## config.mk

```make
export PLATFORM = sky130hd
export DESIGN_NAME = alu_reg_op_executor_flat
export DESIGN_NICKNAME = d
export VERILOG_FILES = /design/src/rtl/alu_reg_op_executor_if.sv /design/src/rtl/alu_reg_op_executor.sv /design/src/flat_wrapper.sv
export SDC_FILE = /design/constraint.sdc
export NUM_CORES = 1
export LEC_CHECK = 0
export ABC_AREA = 1
export CAP_MARGIN = 40
export CORE_MARGIN = 2
export CORE_UTILIZATION = 50
export CTS_CLUSTER_DIAMETER = 150
export DETAILED_ROUTE_END_ITERATION = 10
export DONT_BUFFER_PORTS = 1
export PLACE_DENSITY = 0.75
export REMOVE_ABC_BUFFERS = 1
export SYNTH_ARGS = -nofsm -noshare
export SYNTH_HDL_FRONTEND = slang
export SYNTH_SLANG_ARGS = --single-unit
export TNS_END_PERCENT = 10
```

## constraint.sdc

```tcl
create_clock -name clock -period 3.3 [get_ports clock]
set_input_delay 0.99 -clock clock [delete_from_list [all_inputs] [get_ports clock]]
set_output_delay 0.99 -clock clock [all_outputs]
set_load 0.005 [all_outputs]
```

## src/rtl/alu_reg_op_executor_if.sv

```systemverilog
// Decoder, register-file and accumulator/flag signals of the ALU-register executor.
// The slave modport is the executor's view; the master modport is the surrounding datapath.
interface alu_reg_op_executor_if;
    logic       enable_alu;
    logic       sel_b;
    logic       sel_c;
    logic       sel_d;
    logic       sel_e;
    logic       sel_h;
    logic       sel_l;
    logic       sel_a;
    logic [2:0] op;
    logic [2:0] rf_addr;
    logic       rf_re;
    logic [7:0] rf_rdata;
    logic [7:0] a_in;
    logic [7:0] f_in;
    logic [7:0] a_out;
    logic       a_we;
    logic [7:0] f_out;
    logic       f_we;
    logic       busy;
    logic       done;
    logic       err;

    modport slave (
        input  enable_alu, sel_b, sel_c, sel_d, sel_e, sel_h, sel_l, sel_a, op,
        input  rf_rdata, a_in, f_in,
        output rf_addr, rf_re, a_out, a_we, f_out, f_we, busy, done, err
    );

    modport master (
        output enable_alu, sel_b, sel_c, sel_d, sel_e, sel_h, sel_l, sel_a, op,
        output rf_rdata, a_in, f_in,
        input  rf_addr, rf_re, a_out, a_we, f_out, f_we, busy, done, err
    );
endinterface

```

## src/rtl/alu_reg_op_executor.sv

```systemverilog
// Executes ADD/ADC/SUB/SBC/AND/XOR/OR/CP r: reads r from the register file,
// computes the result and Z80-style flags, and writes back A and F.
module alu_reg_op_executor #(
    parameter int READ_LATENCY = 1
) (
    input  logic                        clock,
    input  logic                        reset,
    alu_reg_op_executor_if.slave        io_bus
);
    typedef enum logic [2:0] {
        S_IDLE,
        S_READ,
        S_WAIT,
        S_EXEC,
        S_WB
    } state_t;

    localparam logic [2:0] OP_ADD = 3'd0;
    localparam logic [2:0] OP_ADC = 3'd1;
    localparam logic [2:0] OP_SUB = 3'd2;
    localparam logic [2:0] OP_SBC = 3'd3;
    localparam logic [2:0] OP_AND = 3'd4;
    localparam logic [2:0] OP_XOR = 3'd5;
    localparam logic [2:0] OP_CP  = 3'd7;

    // WAIT covers READ_LATENCY-1 cycles; the counter's final value ends it.
    localparam logic [1:0] WAIT_LAST = 2'((READ_LATENCY > 1) ? READ_LATENCY - 2 : 0);

    state_t     r_state;
    state_t     w_next;
    logic [2:0] r_op;
    logic [2:0] r_addr;
    logic [7:0] r_a;
    logic       r_cin;
    logic [1:0] r_waitCnt;
    logic       r_err;
    logic [7:0] r_aOut;
    logic [7:0] r_fOut;

    logic [6:0] w_sel;
    logic       w_selOk;
    logic [2:0] w_addr;
    logic [7:0] w_r;
    logic [7:0] w_res;
    logic [7:0] w_flags;
    logic [8:0] w_sum;
    logic       w_cin;
    logic       w_h;
    logic       w_pv;
    logic       w_n;
    logic       w_c;
    logic       w_f5;
    logic       w_f3;

    assign w_sel   = {io_bus.sel_a, io_bus.sel_l, io_bus.sel_h, io_bus.sel_e,
                      io_bus.sel_d, io_bus.sel_c, io_bus.sel_b};
    assign w_selOk = ($countones(w_sel) == 1);

    always_comb begin
        w_addr = 3'd0;
        if (io_bus.sel_c) w_addr = 3'd1;
        if (io_bus.sel_d) w_addr = 3'd2;
        if (io_bus.sel_e) w_addr = 3'd3;
        if (io_bus.sel_h) w_addr = 3'd4;
        if (io_bus.sel_l) w_addr = 3'd5;
        if (io_bus.sel_a) w_addr = 3'd7;
    end

    // Half carry/borrow is recovered from bit 4 as a ^ r ^ result for add and subtract alike.
    always_comb begin
        w_r   = io_bus.rf_rdata;
        w_cin = r_cin && ((r_op == OP_ADC) || (r_op == OP_SBC));
        w_sum = 9'd0;
        w_res = 8'd0;
        w_h   = 1'b0;
        w_pv  = 1'b0;
        w_n   = 1'b0;
        w_c   = 1'b0;
        case (r_op)
            OP_ADD, OP_ADC: begin
                w_sum = {1'b0, r_a} + {1'b0, w_r} + {8'd0, w_cin};
                w_res = w_sum[7:0];
                w_h   = r_a[4] ^ w_r[4] ^ w_res[4];
                w_c   = w_sum[8];
                w_pv  = (r_a[7] == w_r[7]) && (w_res[7] != r_a[7]);
            end
            OP_SUB, OP_SBC, OP_CP: begin
                w_sum = {1'b0, r_a} - {1'b0, w_r} - {8'd0, w_cin};
                w_res = w_sum[7:0];
                w_h   = r_a[4] ^ w_r[4] ^ w_res[4];
                w_c   = w_sum[8];
                w_pv  = (r_a[7] != w_r[7]) && (w_res[7] != r_a[7]);
                w_n   = 1'b1;
            end
            OP_AND: begin
                w_res = r_a & w_r;
                w_h   = 1'b1;
                w_pv  = ~^w_res;
            end
            OP_XOR: begin
                w_res = r_a ^ w_r;
                w_pv  = ~^w_res;
            end
            default: begin
                w_res = r_a | w_r;
                w_pv  = ~^w_res;
            end
        endcase
        w_f5    = (r_op == OP_CP) ? w_r[5] : w_res[5];
        w_f3    = (r_op == OP_CP) ? w_r[3] : w_res[3];
        w_flags = {w_res[7], (w_res == 8'd0), w_f5, w_h, w_f3, w_pv, w_n, w_c};
    end

    always_comb begin
        w_next         = r_state;
        io_bus.rf_re   = 1'b0;
        io_bus.rf_addr = 3'd0;
        io_bus.a_we    = 1'b0;
        io_bus.f_we    = 1'b0;
        io_bus.done    = 1'b0;
        io_bus.busy    = (r_state != S_IDLE);
        io_bus.err     = r_err;
        io_bus.a_out   = r_aOut;
        io_bus.f_out   = r_fOut;
        case (r_state)
            S_IDLE: begin
                if (io_bus.enable_alu && w_selOk) w_next = S_READ;
            end
            S_READ: begin
                io_bus.rf_re   = 1'b1;
                io_bus.rf_addr = r_addr;
                w_next         = (READ_LATENCY > 1) ? S_WAIT : S_EXEC;
            end
            S_WAIT: begin
                if (r_waitCnt == WAIT_LAST) w_next = S_EXEC;
            end
            S_EXEC: begin
                w_next = S_WB;
            end
            S_WB: begin
                io_bus.a_we = (r_op != OP_CP);
                io_bus.f_we = 1'b1;
                io_bus.done = 1'b1;
                w_next      = S_IDLE;
            end
            default: begin
                w_next = S_IDLE;
            end
        endcase
    end

    // A is snapshotted at start; CP leaves the result register untouched since A is not written.
    always_ff @(posedge clock or posedge reset) begin
        if (reset) begin
            r_state   <= S_IDLE;
            r_op      <= 3'd0;
            r_addr    <= 3'd0;
            r_a       <= 8'd0;
            r_cin     <= 1'b0;
            r_waitCnt <= 2'd0;
            r_err     <= 1'b0;
            r_aOut    <= 8'd0;
            r_fOut    <= 8'd0;
        end else begin
            r_state <= w_next;
            r_err   <= 1'b0;
            if ((r_state == S_IDLE) && io_bus.enable_alu) begin
                if (w_selOk) begin
                    r_op   <= io_bus.op;
                    r_addr <= w_addr;
                    r_a    <= io_bus.a_in;
                    r_cin  <= io_bus.f_in[0];
                end else begin
                    r_err <= 1'b1;
                end
            end
            if (r_state == S_READ) r_waitCnt <= 2'd0;
            if (r_state == S_WAIT) r_waitCnt <= r_waitCnt + 2'd1;
            if (r_state == S_EXEC) begin
                if (r_op != OP_CP) r_aOut <= w_res;
                r_fOut <= w_flags;
            end
        end
    end
endmodule

```

## src/flat_wrapper.sv

```systemverilog
// flat-port wrapper written by rule: the top's interface ports become plain ports
module alu_reg_op_executor_flat 
#(
    parameter int READ_LATENCY = 1
)
  (clock, reset, io_bus_enable_alu, io_bus_sel_b, io_bus_sel_c, io_bus_sel_d, io_bus_sel_e, io_bus_sel_h, io_bus_sel_l, io_bus_sel_a, io_bus_op, io_bus_rf_rdata, io_bus_a_in, io_bus_f_in, io_bus_rf_addr, io_bus_rf_re, io_bus_a_out, io_bus_a_we, io_bus_f_out, io_bus_f_we, io_bus_busy, io_bus_done, io_bus_err);
  alu_reg_op_executor_if io_bus_i ();
  input  logic clock;
  input  logic reset;
  input wire logic [$bits(io_bus_i.enable_alu)-1:0] io_bus_enable_alu;
  input wire logic [$bits(io_bus_i.sel_b)-1:0] io_bus_sel_b;
  input wire logic [$bits(io_bus_i.sel_c)-1:0] io_bus_sel_c;
  input wire logic [$bits(io_bus_i.sel_d)-1:0] io_bus_sel_d;
  input wire logic [$bits(io_bus_i.sel_e)-1:0] io_bus_sel_e;
  input wire logic [$bits(io_bus_i.sel_h)-1:0] io_bus_sel_h;
  input wire logic [$bits(io_bus_i.sel_l)-1:0] io_bus_sel_l;
  input wire logic [$bits(io_bus_i.sel_a)-1:0] io_bus_sel_a;
  input wire logic [$bits(io_bus_i.op)-1:0] io_bus_op;
  input wire logic [$bits(io_bus_i.rf_rdata)-1:0] io_bus_rf_rdata;
  input wire logic [$bits(io_bus_i.a_in)-1:0] io_bus_a_in;
  input wire logic [$bits(io_bus_i.f_in)-1:0] io_bus_f_in;
  output wire logic [$bits(io_bus_i.rf_addr)-1:0] io_bus_rf_addr;
  output wire logic [$bits(io_bus_i.rf_re)-1:0] io_bus_rf_re;
  output wire logic [$bits(io_bus_i.a_out)-1:0] io_bus_a_out;
  output wire logic [$bits(io_bus_i.a_we)-1:0] io_bus_a_we;
  output wire logic [$bits(io_bus_i.f_out)-1:0] io_bus_f_out;
  output wire logic [$bits(io_bus_i.f_we)-1:0] io_bus_f_we;
  output wire logic [$bits(io_bus_i.busy)-1:0] io_bus_busy;
  output wire logic [$bits(io_bus_i.done)-1:0] io_bus_done;
  output wire logic [$bits(io_bus_i.err)-1:0] io_bus_err;
  assign io_bus_i.enable_alu = io_bus_enable_alu;
  assign io_bus_i.sel_b = io_bus_sel_b;
  assign io_bus_i.sel_c = io_bus_sel_c;
  assign io_bus_i.sel_d = io_bus_sel_d;
  assign io_bus_i.sel_e = io_bus_sel_e;
  assign io_bus_i.sel_h = io_bus_sel_h;
  assign io_bus_i.sel_l = io_bus_sel_l;
  assign io_bus_i.sel_a = io_bus_sel_a;
  assign io_bus_i.op = io_bus_op;
  assign io_bus_i.rf_rdata = io_bus_rf_rdata;
  assign io_bus_i.a_in = io_bus_a_in;
  assign io_bus_i.f_in = io_bus_f_in;
  assign io_bus_rf_addr = io_bus_i.rf_addr;
  assign io_bus_rf_re = io_bus_i.rf_re;
  assign io_bus_a_out = io_bus_i.a_out;
  assign io_bus_a_we = io_bus_i.a_we;
  assign io_bus_f_out = io_bus_i.f_out;
  assign io_bus_f_we = io_bus_i.f_we;
  assign io_bus_busy = io_bus_i.busy;
  assign io_bus_done = io_bus_i.done;
  assign io_bus_err = io_bus_i.err;
  alu_reg_op_executor #(.READ_LATENCY(READ_LATENCY)) u_core (.clock(clock), .reset(reset), .io_bus(io_bus_i));
endmodule
```

======== Word-level counts from Yosys, hierarchy flattened ========
Index checks and enable logic that the tools add are counted.
word-level totals
  bits in registers ....................... 37
  input port bits ......................... 37
  word-level logic and storage cells ...... 88
operators by class
  reductions and logical operators ........ 20
  $add $sub $neg .......................... 11
  multiplexer cells ....................... 24
  equality and inequality tests ........... 18
  bitwise gates (word level) .............. 6
operator list
  operator             number
  $add 32x32->32       2
  $add 32x1->32        1
  $eq 32x2->1 const B  1
  $pmux 8 s4           1
  $reduce_xnor 8->1    3
  $mux 3               6
  $eq 3x2->1 const B   4
  $eq 3x3->1 const B   4
  $pmux 3 s4           1
  $add 8x8->9          1
  $add 9x1->9          1
  $mux 1               9
  $sub 8x8->9          1
  $sub 9x1->9          1
  $and 8x8->8          1
  $logic_not 8->1      1
  $mux 2               4
  $or 8x8->8           1
  $xor 8x8->8          1
  $add 1x1->2          3
  $eq 3x1->1 const B   2
  $logic_not 3->1      2
  $reduce_and 2->1     3
  $logic_and 1x1->1    5
  other kinds (15)     20

======== Logic depth before layout (Yosys ltp) ========
Gate-level depths: netlist of run 1.
  depth after elaboration ................. 7
  gate-level depth with buffers ........... 17

======== Worst setup path after synthesis of run 1 ========
Ideal clock, no wire load.
  kind .................................... input port to flip-flop
  start ................................... input port io_bus_sel_l
  end ..................................... register u_core.r_addr[0]
  library setup time ...................... 0.129 ns
  buffers on the path ..................... 1
  arrival time ............................ 3.215 ns
  cell stages on the path ................. 13
  slack ................................... -0.044 ns
  path through ............................ inv_1 > ha_1 > fa_1 > ha_1 > inv_1 > fa_1 > nor2_1 > nand2_1 > nand2_1 > o2111ai_1 > nor2_4 > buf_2 > o21ai_0
on the way
  cells in the longest elaborated chain, start to end .. 5
  elaborated cells on any way between the ends .. 7
  classes of those cells .................. add/sub (3); eq/ne (1); mux (2); reduce/logical (1)
ends and longest elaborated chain
  what                                  RTL line                    text
  from (decl)                           flat_wrapper.sv:16          input wire logic [$bits(io_bus_i.sel_l)-1:0] io_bus_sel_l;
  $add 1x1->2 (implied by the code)     alu_reg_op_executor.sv:57   assign w_selOk = ($countones(w_sel) == 1);
  $add 32x1->32 (implied by the code)   alu_reg_op_executor.sv:57
  $add 32x32->32 (implied by the code)  alu_reg_op_executor.sv:57
  $eq 32x2->1                           alu_reg_op_executor.sv:57
  $reduce_and 2->1 (no line)            -
  to (signal assigned)                  alu_reg_op_executor.sv:170  r_addr <= w_addr;
  to (decl)                             alu_reg_op_executor.sv:32   logic [2:0] r_addr;
Parallel ways exist; a longest one is shown, timed or not.
A chain may end at the register's enable or synchronous reset.

======== Worst setup path after layout of run 1 ========
  start ................................... input port io_bus_sel_l
  end ..................................... register u_core.r_addr[2]
The elaborated chain is that of the path after synthesis.

==> run metrics, run 1 <==
initial antenna violation count=0; WP data arrival=3310 ps; crit-path max FO=5; Gate power share=69.6%; die area=7660 um2; WL met1=3710 um; Switching Share=53.7%; Antenna diodes=0; most common cell after layout, fill and taps aside=nand2_1; syn_area_per_cell=7.00 um2; Rel. slew slack=50.3%; vias in the first global route=3,115; cells after synthesis=498; Die W=87.5 um; IO Count=62; cell-internal power=1.79 mW; Placed Cells=581; highest routed layer=met4; worst slew pin tran=743 ps; Final Slew Violations=0; Seq cells post-synth=37; Num CTS Buffers=5; met3 WL=621 um; Yosys cell types=33; Pleak=1.97 nW; most frequent cells in the layout=nand2_1 (139), inv_1 (78), nor2_1 (41), ha_1 (41), nand3_1 (40); area of the core=6760 um2; first-pass GRT wire length=14,300 um; area of the multi-input gates=2220 um2; Sw Pwr=2.08 mW; vias=3,221; DPL Wire Length=6960 um; Max Freq=323 MHz; final setup fails=0; grt total ovfl=0; share of post-route cells with drive strength above 1=7.07%; CTS tree=built; critical path's top delay family=adder cells; mapped cell area=3490 um2; WL met2=4060 um; Post-CTS Hold Fix Bufs=0; Bufs and invs on worst path=3; crit start category=input port; Root Driver=clkbuf_8; Worst Setup Slack, final=204 ps; worst min path class=reg2reg; fillcell total=646; Yosys warning total=0; stages on the worst setup path=14; CP Data Required Time=3510 ps; Setup CP Type=in2reg; Port Buf Inserts=0; Setup Skew=9.90 ps; non-filler cells, final=589; number of clock sinks=37; die height=87.5 um; # rows=30; Critical Path Sink Type=flop; Fin Setup TNS=0 ps; Layout area overhead=7.28%; Crit-path slowest cell=fa_1; vias per cell=5.47; Max Root-Sink Buffers=2; Hold Path Depth=2; drt pass-1 iters=5; R2R cell count=15; starting density of the core=51.6%; Reg power frac=22.5%; clock transition at the registers of the reported paths=70 ps; crit share post-route=93.8%; latest clock arrival within the worst-skew pair=290 ps; Post-Route WL=8580 um; ANT nets after route=0; status=completed; worst-path cell chain=inv_1 > ha_1 > fa_1 > ha_1 > inv_1 > fa_2 > nor2_1 > nand2_1 > nand2_1 > o2111ai_2 > nor2_4 > buf_4 > nor2_1 > a31oi_1; sequential fraction of the synthesis area=26.5%; htree depth=2; CP peak stage delay=510 ps; Seq. cell area=926 um2; # DRC=0; Tot GR Track Use=23.6%; Max Cap Viol=0; PwrDens=1030 nW/um2; GPL Wtd Cong=0.930; largest net degree at the start of global routing=24; nets=593; Clk pwr share=7.9%; min cycle time layout=3100 ps; drt wl/cell=14.6 um; pre-CTS setup slack=-158 ps; DRT iter0 DRCs=254; final hold viol count=0; Worst VDD drop=0.000448 V
cells in the mapped netlist (all sizes together):
master	number	area share, %
o22ai	1	0.18
xnor2	13	3.3
a31oi	4	0.72
nand3	41	6.0
fa	7	4.0
a21oi	16	2.3
dfrtp	37	27
buf	4	0.65
nor3	5	1.2
or2	5	0.90
inv	87	9.4
nand3b	6	1.3
o2111ai	1	0.25
a211oi	1	0.22
xor2	6	1.5
o21ai	27	3.9
nor2	45	5.6
nand2	142	16
ha	41	15
nand4	9	1.6
sequential cells by signal, summed over array words and instances, names as in the netlist:
signal / count
u_core.io_bus.a_out: 8
u_core.io_bus.err: 1
u_core.io_bus.f_out: 8
u_core.r_a: 8
u_core.r_addr: 3
u_core.r_cin: 1
u_core.r_op: 3
u_core.r_state: 3
u_core.r_waitCnt: 2
per-layer routing:
| layer | GRT usage [%] | vias up |
|---|---|---|
| met5 | 0 | - |
| met4 | 6.85 | 0 |
| met3 | 5.21 | 17 |
| met2 | 39.6 | 130 |
| met1 | 30.5 | 1483 |
| li1 | - | 1591 |
power groups by stage:
stage               logic (mW)  clock network, mW  registers, mW
detailed placement        2.63                  0          0.879
global route              3.07              0.328          0.896
CTS                       2.65              0.312          0.872
global placement          2.54                  0          0.869
floorplan                 2.06                  0          0.828
finish                    2.69              0.307          0.868
area by class of cell:
class	instances	area share, %
inverters	87	8.79
clock inverters	2	0.267
multi-input cells	370	59.3
clock buffers	6	1.94
flip-flops and latches	37	24.7
well taps	80	2.67
repair buffers	7	2.27
worst register-to-register path, delay by kind of cell, from the launching register on:
kind                     cells  cell delay [ps]
AO/OA/AOI/OAI                1               70
adder cells (fa/ha/maj)      2              920
buffers and inverters        2              180
flip-flops                   1              460
AND/OR/NAND/NOR             10             1010
final timing paths:
| check | slack [ps] | startpoint | to |
|---|---|---|---|
| setup / recovery | 200 | io_bus_sel_l | u_core.r_addr[2]$_DFFE_PP0P_ |
| hold / removal | 500 | u_core.r_cin$_DFFE_PP0P_ | u_core.r_cin$_DFFE_PP0P_ |
| setup reg to reg | 590 | u_core.r_op[2]$_DFFE_PP0P_ | u_core.io_bus.f_out[6]$_DFFE_PP0P_ |
| hold reg to reg | 500 | u_core.r_cin$_DFFE_PP0P_ | u_core.r_cin$_DFFE_PP0P_ |
| max in group asynchronous | 2340 | reset | u_core.io_bus.f_out[0]$_DFFE_PP0P_ |
| min in group asynchronous | 640 | reset | u_core.io_bus.f_out[3]$_DFFE_PP0P_ |
cell families (layout without fill, tap and decap cells):
family	after synthesis	after routing	synth area share (%)
AOI/OAI and AO/OA	50	50	7.53
DFF	37	37	26.5
buffers and inverters	91	102	10.1
xor gates and xnor gates	19	19	4.77
and+or+nand+nor	253	253	32.4
adders and majority gates	48	48	18.7
through the flow:
stage	power [mW]	utilization [%]	cell area (um2)	hold slack, ps
detailed placement	3.51	54.0	3650	490
global route	4.29	55.4	3740	548
finish	3.87	55.4	3740	498
floorplan	2.89	-	3470	443
global placement	3.41	53.6	3620	479
CTS	3.83	55.3	3730	508
what timing repair did:
| action | 4_1_cts | 5_1_grt |
|---|---|---|
| setup buffers | 0 | 0 |
| endpoints found under the setup margin | 0 | 13 |
| gates resized for setup | 0 | 2 |
Power figures use the tool's default switching activity.
==> run 2, diff against run 1 <==
--- a/config.mk
+++ b/config.mk
@@ -12,8 +12,7 @@
 export CTS_CLUSTER_DIAMETER = 150
 export DETAILED_ROUTE_END_ITERATION = 10
 export DONT_BUFFER_PORTS = 1
-export PLACE_DENSITY = 0.75
-export REMOVE_ABC_BUFFERS = 1
+export PLACE_DENSITY_LB_ADDON = 0.3
 export SYNTH_ARGS = -nofsm -noshare
 export SYNTH_HDL_FRONTEND = slang
 export SYNTH_SLANG_ARGS = --single-unit
==> constraint.sdc (replaced) <==
create_clock -name clock -period 3.8 [get_ports clock]
set_input_delay 1.14 -clock clock [delete_from_list [all_inputs] [get_ports clock]]
set_output_delay 1.14 -clock clock [all_outputs]
set_load 0.005 [all_outputs]
==> run 2 against run 1 <==
  * Global-route usage decreased by 1.1 points
  * Critical path type unchanged
  * Worst setup slack improved by 200 ps
  * Die area unchanged
  * Largest cell class unchanged
  * Wire length decreased by 3.6%
  * Via count decreased by 3.2%
  * Final cell count decreased by 0.51%
  * Register-to-register slack improved by 490 ps
==> run metrics, run 2 (synthesized netlist as in run 1, its figures left out) <==
status=completed; Crit-path slowest cell=fa_1; Pleak=1.97 nW; area of the multi-input gates=2210 um2; worst-path cell chain=inv_1 > ha_1 > fa_1 > ha_1 > inv_1 > fa_1 > nor2_1 > nand2_1 > nand2_1 > o2111ai_1 > nor2_4 > buf_4 > nor2_1 > a31oi_1; Seq. cell area=926 um2; PwrDens=931 nW/um2; Final Slew Violations=0; clock transition at the registers of the reported paths=70 ps; die height=87.5 um; syn_nets=583; WP data arrival=3620 ps; most frequent cells in the layout=nand2_1 (139), inv_1 (78), nor2_1 (41), ha_1 (41), nand3_1 (40); Max Freq=294 MHz; crit start category=input port; Layout area overhead=6.92%; Worst VDD drop=0.000372 V; Root Driver=clkbuf_8; Die W=87.5 um; Fin Setup TNS=0 ps; CP Data Required Time=4020 ps; min cycle time layout=3400 ps; Max Root-Sink Buffers=2; Critical Path Sink Type=flop; Hold WS=501 ps; Setup CP Type=in2reg; Bufs and invs on worst path=3; largest net degree at the start of global routing=38; # rows=30; final setup fails=0; Setup Skew=11.9 ps; cts repair resizes=0; DPL Wire Length=6680 um; Tot GR Track Use=22.4%; share of post-route cells with drive strength above 1=6.32%; nets=590; initial antenna violation count=0; CTS tree=built; # DRC=0; vias per cell=5.32; Rel. slew slack=52.4%; IO Count=62; worst min path class=reg2reg; grt total ovfl=0; drt wl/cell=14.1 um; vias=3,119; number of clock sinks=37; Max Cap Viol=0; GPL Wtd Cong=0.954; Post-CTS Setup Bufs=0; vias in the first global route=2,841; DRT iter0 DRCs=237; RSZ-0062 raised after global routing=false; starting density of the core=51.6%; crit-path max FO=9; most common cell after layout, fill and taps aside=nand2_1; fillcell total=670; die area=7660 um2; Antenna diodes=0; Worst Setup Slack, final=404 ps; Post-Route WL=8260 um; latest clock arrival within the worst-skew pair=300 ps; pre-CTS setup slack=81.1 ps; final core occ=55.2%; final hold viol count=0; area of the core=6760 um2; first-pass GRT wire length=13,400 um; Post-CTS Hold Fix Bufs=0; ANT nets after route=0; Num CTS Buffers=5; htree depth=2; CP peak stage delay=520 ps; Port Buf Inserts=0; worst slew pin tran=711 ps; crit share post-route=89.4%; drt pass-1 iters=4; critical path's top delay family=adder cells
==> run 2: cell count changes in the layout (fill, tap and decap cells not counted), sizes merged <==
cell and delta:
clkinv -1, clkbuf -1, buf -3, bufinv +2
==> run 2: final cells by class <==
| cell class | count | area share, % |
|---|---|---|
| clock buffers | 5 | 1.85 |
| clock inverters | 3 | 1.74 |
| inverters | 87 | 8.82 |
| multi-input cells | 370 | 59.3 |
| flip-flops and latches | 37 | 24.8 |
| well taps | 80 | 2.68 |
| repair buffers | 4 | 0.805 |
==> run 2: metal layers <==
metal	share of wire, %	vias up	track usage, %
met3	5.6	17	4.17
met5	0	-	0
met2	47	82	35.8
met4	2.4	0	8.53
met1	45	1431	30.2
li1	-	1589	-
==> run 2: through the flow <==
| stage | total power [mW] | std cells | cell area (um2) |
|---|---|---|---|
| 6_report | 3.47 | 586 | 3730 |
| 5_1_grt | 3.83 | 586 | 3730 |
| 4_1_cts | 3.46 | 586 | 3730 |
| 3_5_place_dp | 3.04 | 578 | 3600 |
| 3_3_place_gp | 2.98 | 578 | 3600 |
| 2_1_floorplan | 2.51 | 498 | 3490 |
==> run 2: worst reg2reg max path, delay by kind of cell, from the launching register on <==
kind	cells	cell delay, ps
AO/OA/AOI/OAI	1	70
adder cells (fa/ha/maj)	2	910
buffers and inverters	2	180
flip-flops	1	460
AND/OR/NAND/NOR	10	1050
==> run 2: final timing paths <==
| kind | start | to | slack (ps) | cells after the start |
|---|---|---|---|---|
| min reg2reg | u_core.r_addr[1]$_DFFE_PP0P_ | u_core.r_addr[1]$_DFFE_PP0P_ | 500 | 2 |
| max in group asynchronous | reset | u_core.r_a[1]$_DFFE_PP0P_ | 2640 | 2 |
| max | io_bus_sel_l | u_core.r_addr[2]$_DFFE_PP0P_ | 400 | 14 |
| min in group asynchronous | reset | u_core.io_bus.a_out[5]$_DFFE_PP0P_ | 820 | 2 |
| min | u_core.r_addr[1]$_DFFE_PP0P_ | u_core.r_addr[1]$_DFFE_PP0P_ | 500 | 2 |
| max reg2reg | u_core.r_op[2]$_DFFE_PP0P_ | u_core.io_bus.f_out[6]$_DFFE_PP0P_ | 1080 | 15 |
==> run 2: report_power, final <==
part | total, mW | internal, mW | switching [mW] | leakage [nW]
Sequential | 0.751 | 0.586 | 0.165 | 0.446
Combinational | 2.31 | 0.830 | 1.48 | 1.46
Clock | 0.410 | 0.261 | 0.149 | 0.0681
Total | 3.47 | 1.68 | 1.80 | 1.97
==> RTL edit 1: new RTL, settings of run 1 <==
Make the reset (`reset`) synchronous in one clocked block.
--- a/src/rtl/alu_reg_op_executor.sv
+++ b/src/rtl/alu_reg_op_executor.sv
@@ -150,7 +150,7 @@
     end
 
     // A is snapshotted at start; CP leaves the result register untouched since A is not written.
-    always_ff @(posedge clock or posedge reset) begin
+    always_ff @(posedge clock) begin
         if (reset) begin
             r_state   <= S_IDLE;
             r_op      <= 3'd0;
Behaviour: differs if reset is asserted again (counterexample within 4 cycles, from zero or initial values and one cycle with reset high); with reset held inactive, the same outputs for 10 cycles.
==> RTL edit 1 against run 1 <==
  * Routed wire length increased by 0.51%
  * Area after synthesis decreased by 4.8%
  * Setup slack got worse by 0.15 ns
  * Design area decreased by 1.8%
  * Via count shrank 2.7%
  * Sequential cell count unchanged
  * Largest cell class unchanged
  * Highest routed layer unchanged
Power is not compared: it rests on default switching activity, and its combinational part moved more than twofold at a synthesized area within 25%.
==> RTL edit 1: results (changes against run 1) <==
- Outcome: finished, final reports clean (unchanged).
- The detailed router's first-iteration violation count is 232 (was 254).
- The origin of the critical flop-to-flop path is u_core.r_op[0]$_SDFFE_PP0P_ (was u_core.r_op[2]$_DFFE_PP0P_).
- The number of cell instances on the worst register-to-register path was 16 (was 15).
- The share of post-route cells with drive strength above 1 is 10.5% (was 7.07%).
- The maximum number of pins on one net before global-route repair came to 29 (was 24).
- The end of the worst hold path was u_core.r_waitCnt[0]$_SDFFE_PP0N_ (was u_core.r_cin$_DFFE_PP0P_).
- The via count of the routed design was 3135 (was 3221).
- The share of the yosys chip area belonging to registers is 22.3% (was 26.5%).
- The critical register-to-register path endpoint was u_core.io_bus.f_out[6]$_SDFFE_PP0P_ (was u_core.io_bus.f_out[6]$_DFFE_PP0P_).
- The setup slack on the worst flop-to-flop path is 0.45 ns (was 0.59 ns).
- The global-route wire length before repair is 13600 um (was 14300 um).
- The share of flip-flops with an asynchronous set or reset after synthesis is 0% (was 100%).
- The cell count after placement came to 572 (was 581).
- The all-layer global routing usage is 22.9% (was 23.6%).
- The delay of the slowest cell on the worst path is 0.56 ns (was 0.51 ns).
- The top fanout value on the critical path was 7 (was 5).
- Post-synth top cells: 106 x nand2_1, 83 x inv_1, 43 x a21oi_1 (was 139 x nand2_1, 78 x inv_1, 41 x ha_1, 41 x nor2_1, 40 x nand3_1).
- The data arrival at the endpoint of the critical path was 3.48 ns (was 3.31 ns).
- The count of distinct cell types in the synthesized netlist is 32 (was 33).
- The transition at the pin with the smallest max-transition slack is 0.743 ns (about the same).
- The post-place setup slack was -0.255 ns (was -0.158 ns).
- The depth of the worst hold-timing path came to 1 (was 2).
- The placed wire-length estimate is 6490 um (was 6960 um).
- The net count reported at finish is 591 (was 593).
- The count of non-filler cells in the finished layout is 583 (was 589).
- The worst setup skew after layout is 0.00681 ns (was 0.00990 ns).
- The final weighted congestion in routability-driven placement came to 0.928 (was 0.930).
- The via count of the first global-routing pass was 2884 (was 3115).
- The post-detailed-route wirelength per cell is 14.8 um (was 14.6 um).
- The post-detailed-placement cell area is 3410 um^2 (was 3650 um^2).
- Top area cells in the synthesized netlist: dfxtp_1 22%, ha_1 15%, nand2_1 12% (was dfrtp_1 27%, nand2_1 15%, ha_1 15%).
- The beginning of the worst hold path is u_core.r_waitCnt[0]$_SDFFE_PP0N_ (was u_core.r_cin$_DFFE_PP0P_).
==> RTL edit 1: changes by cell type after synthesis, moves of 5 or more <==
cell      change
dfxtp_1      +37
o21ai_0      +14
clkbuf_1      +7
dfrtp_1      -37
o21ai_1      -13
nand2_1      -33
inv_1         +5
a21oi_1      +27
==> RTL edit 1: per-stage QoR <==
step	util (%)	hold WS (ns)	total power [W]
after CTS	54.8	0.458	0.00182
final	57.6	0.463	0.00191
after global placement	53.5	0.438	0.00147
after floorplan	-	0.424	0.00127
after detailed placement	53.5	0.447	0.00150
after global routing	57.6	0.488	0.00208
==> RTL edit 1: layer usage <==
metal  global-route usage (%)  up-vias  share of wire [%]
li1                         -     1596                  -
met1                     29.6     1437                 44
met2                     38.9       87                 48
met3                     5.10       15                6.3
met4                     5.63        0                1.8
met5                        0        -                  0
==> RTL edit 1: layout make-up <==
type / instances / area, um^2
tap: 77 / 96.3
clock buffer: 7 / 86.3
inverter: 91 / 345
sequential: 37 / 741
multi-input combinational: 360 / 2270
timing repair buffer: 11 / 138
fill: 615 / 2710
==> RTL edit 1: worst max-delay path, delay by kind of cell <==
kind | cells | cell delay (ns)
adder cells (fa/ha/maj) | 4 | 1.46
buffers and inverters | 4 | 0.41
AND/OR/NAND/NOR | 6 | 0.51
AO/OA/AOI/OAI | 1 | 0.11
==> RTL edit 1: what timing repair did <==
action	4_1_cts	5_1_grt
setup buffers	0	1
resized for setup	0	34
endpoints found under the setup margin	0	16
hold endpoints to repair	0	0
==> RTL edit 1: how the worst max path moves through the flow <==
stage                 start                            end  slack [ns]  cells past startpoint
5_1_grt        io_bus_sel_e  u_core.r_addr[0]$_SDFFE_PP0P_       -0.08                     15
2_1_floorplan  io_bus_sel_l  u_core.r_addr[2]$_SDFFE_PP0P_       -0.46                     13
3_3_place_gp   io_bus_sel_l  u_core.r_addr[2]$_SDFFE_PP0P_       -0.15                     14
4_1_cts        io_bus_sel_l  u_core.r_addr[2]$_SDFFE_PP0P_        0.03                     14
6_report       io_bus_sel_e  u_core.r_addr[0]$_SDFFE_PP0P_        0.05                     15
3_5_place_dp   io_bus_sel_l  u_core.r_addr[2]$_SDFFE_PP0P_       -0.26                     14
==> RTL edit 1: cells by family after synthesis <==
family	Yosys count	share of synthesized area (%)
AOI/OAI and AO/OA	79	12.5
xor gates and xnor gates	20	5.27
adders and majority gates	48	19.7
buffers and inverters	103	12.4
DFF	37	22.3
and+or+nand+nor	213	27.9
==> RTL edit 1: power breakdown <==
| part | total, W | switching (W) | internal [W] |
|---|---|---|---|
| combinational | 0.00101 | 0.000622 | 0.000384 |
| sequential | 0.000573 | 0.0000605 | 0.000513 |
| clock | 0.000327 | 0.000161 | 0.000166 |
| total | 0.00191 | 0.000843 | 0.00106 |
==> RTL edit 2: new RTL, settings of run 1 <==
Without the edit above. Encoding of `state_t`: now one-hot (5 bits for 5 states).
--- a/src/rtl/alu_reg_op_executor.sv
+++ b/src/rtl/alu_reg_op_executor.sv
@@ -7,12 +7,12 @@
     input  logic                        reset,
     alu_reg_op_executor_if.slave        io_bus
 );
-    typedef enum logic [2:0] {
-        S_IDLE,
-        S_READ,
-        S_WAIT,
-        S_EXEC,
-        S_WB
+    typedef enum logic [4:0] {
+        S_IDLE = 5'b00001,
+        S_READ = 5'b00010,
+        S_WAIT = 5'b00100,
+        S_EXEC = 5'b01000,
+        S_WB   = 5'b10000
     } state_t;
 
     localparam logic [2:0] OP_ADD = 3'd0;
Function: no difference found for any inputs over 10 cycles, from zero or initial values and one cycle with reset high; not proved beyond that.
==> RTL edit 2 against run 1 <==
  * Global-route usage is 2.1 points lower
  * Routed wire length is 2.0% lower
  * Worst hold slack improved by 0.0071 ns
  * Sequential cell count decreased by 1
  * Sequential share of layout area decreased by 0.47 points
  * Setup slack got worse by 0.089 ns
  * Critical path type unchanged
  * Design area shrank 0.67%
  * Die area fell by 1.6%
  * Area after synthesis fell by 1.7%
  * Power shrank 12%
==> RTL edit 2: results (changes against run 1) <==
- The placed wire-length estimate is 6610 um (was 6960 um).
- The maximum vdd ir drop is 0.345 mV (was 0.448 mV).
- The net count reported at finish is 579 (was 593).
- The time the worst path needs with I/O delays and setup is 3.19 ns (was 3.10 ns).
- The worst setup skew after layout came to 0.0117 ns (was 0.00990 ns).
- The post-detailed-placement cell area came to 3540 um^2 (was 3650 um^2).
- The origin of the critical flop-to-flop path is u_core.r_op[0]$_DFFE_PP0P_ (was u_core.r_op[2]$_DFFE_PP0P_).
- Post-synth top cells: 132 x nand2_1, 77 x inv_1, 40 x ha_1 (was 139 x nand2_1, 78 x inv_1, 41 x ha_1, 41 x nor2_1, 40 x nand3_1).
- Outcome: finished, final reports clean (unchanged).
- The power in combinational cells is 0.00240 W (was 0.00269 W).
- The global-route wire length before repair is 12900 um (was 14300 um).
- The compound-cell area share of the yosys netlist is 7.88% (was 7.53%).
- The maximum number of pins on one net before global-route repair is 37 (was 24).
- The fraction of synthesized cell area in xor and xnor cells is 4.34% (was 4.77%).
- The beginning of the worst hold path is u_core.io_bus.a_out[0]$_DFFE_PP0P_ (was u_core.r_cin$_DFFE_PP0P_).
- The final weighted congestion in routability-driven placement was 0.901 (was 0.930).
- The mux cell area share after synthesis is 0.292% (was 0%).
- The data arrival at the endpoint of the critical path was 3.35 ns (was 3.31 ns).
- The switching share of power is 52.6% (was 53.7%).
- The delay of the slowest cell on the worst path is 0.54 ns (was 0.51 ns).
- The launch point of the critical path was io_bus_sel_h (was io_bus_sel_l).
- The share of post-route cells with drive strength above 1 came to 10.9% (was 7.07%).
- The post-detailed-route wirelength per cell came to 14.6 um (about the same).
- The all-layer global routing usage was 21.5% (was 23.6%).
- The detailed router's first-iteration violation count is 178 (was 254).
- The detailed-routing iteration count for the pre-antenna-repair pass is 4 (was 5).
- The post-place setup slack is -0.224 ns (was -0.158 ns).
- The proportion of power drawn by flip-flops and latches is 20.1% (was 22.5%).
- The via count of the first global-routing pass came to 2870 (was 3115).
- The adder-cell area share of the yosys netlist is 18.7% (about the same).
RTL edit 2: cell count changes after synthesis, sizes merged, moves of 2 or more:
cell | before | now
nor4 | 0 | 2
nand3 | 41 | 39
nor2 | 45 | 38
a31oi | 4 | 0
nand4 | 9 | 5
or2 | 5 | 7
buf | 4 | 8
a22oi | 0 | 2
nand2 | 142 | 135
dfrtp | 37 | 35
nor3 | 5 | 7
o211ai | 0 | 2
RTL edit 2: final cells by class:
cell class	count	area, um^2
fill	642	3000
multi-input combinational	354	2160
sequential	36	902
inverter	86	328
timing repair buffer	12	150
tap	80	100
clock buffer	7	76.3
clock inverter	1	5.00
RTL edit 2: per-stage QoR:
stage	util, %	instances	hold slack [ns]
after floorplan	-	475	0.465
after global placement	52.7	563	0.493
after detailed placement	52.7	563	0.495
after CTS	53.9	571	0.514
after global routing	55.3	576	0.535
final	55.3	576	0.505
RTL edit 2: per-layer routing:
layer	global-route usage, %	share of wire, %
met1	27.2	42
met2	36.6	49
met3	4.19	6.1
met4	7.39	2.6
met5	0	0
